$ cat src/rtl/sram_mem_responder.sv
// Memory-side responder for the EXE/MEM boundary: turns one 32-bit word request
// into two halfword accesses on a 16-bit asynchronous SRAM, stalling the pipeline meanwhile.
module sram_mem_responder #(
   parameter logic [31:0] ADDR_BASE   = 32'd1024,
   parameter int          WAIT_CYCLES = 4,
   parameter int          SRAM_AW     = 18
) (
   input  logic               clk,
   input  logic               rst,
   input  logic               wr_en,
   input  logic               rd_en,
   input  logic [31:0]        address,
   input  logic [31:0]        write_data,
   output logic [31:0]        read_data,
   output logic               ready,
   output logic [SRAM_AW-1:0] SRAM_ADDR,
   output logic [15:0]        SRAM_DQ_out,
   input  logic [15:0]        SRAM_DQ_in,
   output logic               SRAM_DQ_oe,
   output logic               SRAM_WE_N
);

   localparam int CW = (WAIT_CYCLES > 1) ? $clog2(WAIT_CYCLES) : 1;
   localparam int WW = SRAM_AW - 1;

   typedef enum logic [2:0] {
      S_IDLE,
      S_WR_LO,
      S_WR_HI,
      S_RD_LO,
      S_RD_HI,
      S_DONE
   } state_t;

   state_t          state_q;
   logic [CW-1:0]   cnt_q;
   logic [WW-1:0]   word_q;
   logic [15:0]     wr_hi_q;
   logic [WW-1:0]   word_idx;
   logic            phase_last;

   // Byte offset from the base, reduced to a word index; upper bits wrap silently.
   assign word_idx   = WW'((address - ADDR_BASE) >> 2);
   assign phase_last = (cnt_q == CW'(WAIT_CYCLES - 1));
   assign ready      = ~(wr_en | rd_en) | (state_q == S_DONE);

   // NOTE: every register, including the SRAM-facing outputs, uses non-blocking
   // assignment so the whole FSM updates atomically at the clock edge.
   always_ff @(posedge clk) begin
      if (rst) begin
         state_q     <= S_IDLE;
         cnt_q       <= '0;
         word_q      <= '0;
         wr_hi_q     <= '0;
         read_data   <= '0;
         SRAM_ADDR   <= '0;
         SRAM_DQ_out <= '0;
         SRAM_DQ_oe  <= 1'b0;
         SRAM_WE_N   <= 1'b1;
      end else begin
         case (state_q)
            S_IDLE: begin
               cnt_q <= '0;
               if (wr_en) begin
                  state_q     <= S_WR_LO;
                  word_q      <= word_idx;
                  wr_hi_q     <= write_data[31:16];
                  SRAM_ADDR   <= {word_idx, 1'b0};
                  SRAM_DQ_out <= write_data[15:0];
                  SRAM_DQ_oe  <= 1'b1;
                  SRAM_WE_N   <= 1'b0;
               end else if (rd_en) begin
                  state_q    <= S_RD_LO;
                  word_q     <= word_idx;
                  SRAM_ADDR  <= {word_idx, 1'b0};
                  SRAM_DQ_oe <= 1'b0;
                  SRAM_WE_N  <= 1'b1;
               end
            end
            S_WR_LO: begin
               if (phase_last) begin
                  cnt_q       <= '0;
                  state_q     <= S_WR_HI;
                  SRAM_ADDR   <= {word_q, 1'b1};
                  SRAM_DQ_out <= wr_hi_q;
               end else begin
                  cnt_q <= cnt_q + 1'b1;
               end
            end
            S_WR_HI: begin
               if (phase_last) begin
                  cnt_q      <= '0;
                  state_q    <= S_DONE;
                  SRAM_DQ_oe <= 1'b0;
                  SRAM_WE_N  <= 1'b1;
               end else begin
                  cnt_q <= cnt_q + 1'b1;
               end
            end
            S_RD_LO: begin
               if (phase_last) begin
                  cnt_q           <= '0;
                  state_q         <= S_RD_HI;
                  read_data[15:0] <= SRAM_DQ_in;
                  SRAM_ADDR       <= {word_q, 1'b1};
               end else begin
                  cnt_q <= cnt_q + 1'b1;
               end
            end
            S_RD_HI: begin
               if (phase_last) begin
                  cnt_q            <= '0;
                  state_q          <= S_DONE;
                  read_data[31:16] <= SRAM_DQ_in;
               end else begin
                  cnt_q <= cnt_q + 1'b1;
               end
            end
            // The pipeline advances on the DONE edge, so the next request appears in IDLE.
            S_DONE: begin
               cnt_q   <= '0;
               state_q <= S_IDLE;
            end
            default: state_q <= S_IDLE;
         endcase
      end
   end

endmodule

$ cat config.mk
export PLATFORM = sky130hd
export DESIGN_NAME = sram_mem_responder
export DESIGN_NICKNAME = d
export VERILOG_FILES = /design/src/rtl/sram_mem_responder.sv
export SDC_FILE = /design/constraint.sdc
export NUM_CORES = 1
export LEC_CHECK = 0
export ABC_AREA = 1
export CORE_ASPECT_RATIO = 1.5
export CORE_MARGIN = 2
export CORE_UTILIZATION = 59
export CTS_BUF_LIST = sky130_fd_sc_hd__clkbuf_4 sky130_fd_sc_hd__clkbuf_8
export DETAILED_ROUTE_END_ITERATION = 16
export DONT_BUFFER_PORTS = 1
export HOLD_SLACK_MARGIN = 0.15
export PLACE_DENSITY = 0.78
export SLEW_MARGIN = 20
export SYNTH_ARGS = -nofsm -noshare
export SYNTH_HDL_FRONTEND = slang
export SYNTH_SLANG_ARGS = --single-unit
$ cat constraint.sdc
create_clock -name clk -period 1.3 [get_ports clk]
set_input_delay 0.195 -clock clk [delete_from_list [all_inputs] [get_ports clk]]
set_output_delay 0.195 -clock clk [all_outputs]
set_load 0.01 [all_outputs]
==> metrics.yaml <==
status: "finished with violations"
violations: "setup timing"
drive_above_1_share_pct: 33.5
syn_to_final_growth_pct: 53.7
cap_violations: 0
hold_class: "input pin to flip-flop"
dp_hpwl_mm: 7.51
ant_nets: 0
grt_pass1_vias: 4860
vias: 5500
initial_core_util_pct: 60.5
grt_max_degree: 66
tightestPinTransition_ns: 0.499
grtUsageMet2_pct: 64.2
clock_path_buffers: 2
syn_avg_cell_area_sq_um: 7.04
drc: 0
numPortBuffers: 0
rsz0062_at_grt: "true"
synth_area_leader_cell: "dfxtp_1"
grt.total_usage_pct: 34.1
slowest_delay_ns: 0.38
n_antenna_cell: 0
finalSetupViolations: 106
worst_slack_ns: -0.364
reg2reg_depth: 10
holdPathStages: 5
worst_setup_path_start_kind: "flip-flop"
grt_busiest_layer: "met2"
p_total_mw: 15.3
critPathKind: "flip-flop to flip-flop"
multi_input_area_sq_um: 2730
grt_pass1_wl_mm: 23.3
period_needed_ns: 1.66
nNetsFinal: 845
rows: 39
die_x_um: 76.1
coreArea_sq_um: 7610
grt_antenna_before_repair: 0
n_fill_cell: 261
via_per_inst: 6.35
synth_area_leaders: "dfxtp_1 46%, o21ai_0 11%, a21oi_1 8.4%"
max_slew_margin_pct: 66.7
seq_area_frac_synth_pct: 46.1
critPathCaptureType: "flip-flop"
clk_latency_ns: 0.39
htree_levels: 3
wl_per_cell_um: 24.2
synth_warnings: 0
grtUsageMet3_pct: 7.88
netlist.area_leader.share_pct: 46.1
arrival_ns: 1.95
ys_ff_latch: 106
chipHeight_um: 112
fmax_mhz: 601
cts_buffers: 9
hp-start: "address[13]"
netlist_area_sq_um: 4600
cp_slowest_cell: "dfxtp_2"
syn_nets: 740
io_pins: 153
use_met1_pct: 34.3
clk_pin_slew_ns: 0.11
place_congestion: 0.824
required_ns: 1.58
seqCellArea_sq_um: 2130
critPathLaunch: "state_q[0]$_SDFFE_PP0P_"
post-route-util_pct: 93.0
vdd.ir_drop.worst_mv: 1.52
first_pass_iters: 6
cts_tree: "built"
path_buf_inv: 4
critical-path-top-delay-family: "simple AND/OR/NAND/NOR gates"
critPathMaxFanout: 16
fin_skew_ns: 0.0141
cts.sinks: 106
wirelength_mm: 21.0
cp_cell_sequence: "inv_4 -> buf_12 -> nor2_4 -> nand2_4 -> buf_12 -> buf_6 -> nand2_2 -> o21ai_2 -> nor2_1 -> nor2_1"
period_share_pct: 128
rr_startpoint: "state_q[0]$_SDFFE_PP0P_"
slew_viol_final: 0
cts-root-buf: "clkbuf_8"
cp.depth: 10
synth_cell_types: 24
synthCells: 654
gr-total-overflow: 0
p_per_area_nw_per_um2: 2160
fp.dieArea_sq_um: 8540
leakage_nw: 2.91
hold_viol_final: 0
first_iter_violations: 714
repair_timing:
action,in CTS,in global routing
hold buffers,66,0
hold endpoints to repair,99,0
pin swaps,42,41
buffers inserted,14,12
gates resized for setup,166,181
setup endpoints to repair,85,105
cloned,9,7
power by group:
part           leakage, nW  internal (mW)  switching (mW)  total [mW]
sequential           0.872           4.22           0.898        5.12
combinational         1.95           3.31            4.85        8.16
clock               0.0836          0.713            1.32        2.03
layout by cell type (no fill, tap or decap), drive strengths merged, types with 3 or more instances in the layout:
master,count
clkinvlp,3
buf,55
nand3,15
inv,108
dfxtp,106
o21ai,111
dlygate4sd3,66
a21oi,77
nand3b,6
clkinv,3
clkbuf,14
nand2,110
nor2,82
path summary, 6_finish.rpt:
check | to | slack [ns]
worst max-delay path | SRAM_DQ_out[11]$_SDFFE_PP0P_ | -0.36
worst min-delay path | SRAM_ADDR[15]$_SDFFE_PP0P_ | 0.15
worst max register to register | SRAM_DQ_out[11]$_SDFFE_PP0P_ | -0.36
worst min register to register | word_q[8]$_SDFFE_PP0P_ | 0.48
cells in the mapped netlist, drive strengths merged:
| master | count |
|---|---|
| a21boi | 2 |
| nand2 | 106 |
| inv | 106 |
| dfxtp | 106 |
| xor2 | 2 |
| a21oi | 77 |
| o31ai | 1 |
| clkbuf | 19 |
| nand3 | 15 |
| ha | 2 |
| o21ai | 111 |
| nand3b | 6 |
| xnor2 | 1 |
| nor2 | 82 |
| buf | 18 |
worst min-delay path, stage by stage:
cell and delay [ns]:
nor2_2 0.03, nand3_1 0.07, nand2_2 0.07, nand2_1 0.07, a21oi_1 0.05
per-stage QoR:
| step | instances | setup TNS (ns) | hold WS (ns) | setup slack (ns) | cell area, sq um |
|---|---|---|---|---|---|
| 5_1_grt | 866 | -21.08 | 0.205 | -0.378 | 7080 |
| 6_report | 866 | -17.23 | 0.150 | -0.364 | 7080 |
| 3_5_place_dp | 748 | -2.14 | 0.268 | -0.0719 | 4810 |
| 4_1_cts | 853 | -8.06 | 0.153 | -0.176 | 6330 |
| 2_1_floorplan | 654 | 0 | 0.371 | 0.00992 | 4600 |
| 3_3_place_gp | 748 | -0.681 | 0.266 | -0.0346 | 4810 |
layer usage:
layer  up-vias  wire [um]  share of wire (%)
li1       2280          -                  -
met1      2526       6550                 31
met2       506      10300                 49
met3       188       2110                 10
met4         0       1980                9.4
met5         -          0                  0
sequential cells by signal, summed over array words and instances, names as in the netlist:
register     count
SRAM_DQ_out     16
SRAM_ADDR       18
cnt_q            2
read_data       32
SRAM_DQ_oe       1
wr_hi_q         16
word_q          17
state_q          3
SRAM_WE_N        1
cell families after synthesis:
group           after synthesis  share of synthesized area (%)
buf+inv                     143                           12.7
flops                       106                           46.1
xor+xnor                      3                          0.571
simple gates                209                           19.2
fa+ha+maj                     2                          0.543
compound gates              191                           20.9
layout make-up:
class	instances	area share, %
multi-input combinational	409	38.5
sequential	106	30.1
timing repair buffer	126	20.9
inverter	106	6.05
tap	102	1.80
clock buffer	9	1.75
clock inverter	7	0.742
timing repair inverter	1	0.124
No activity file was read; power rests on OpenSTA's default activity.
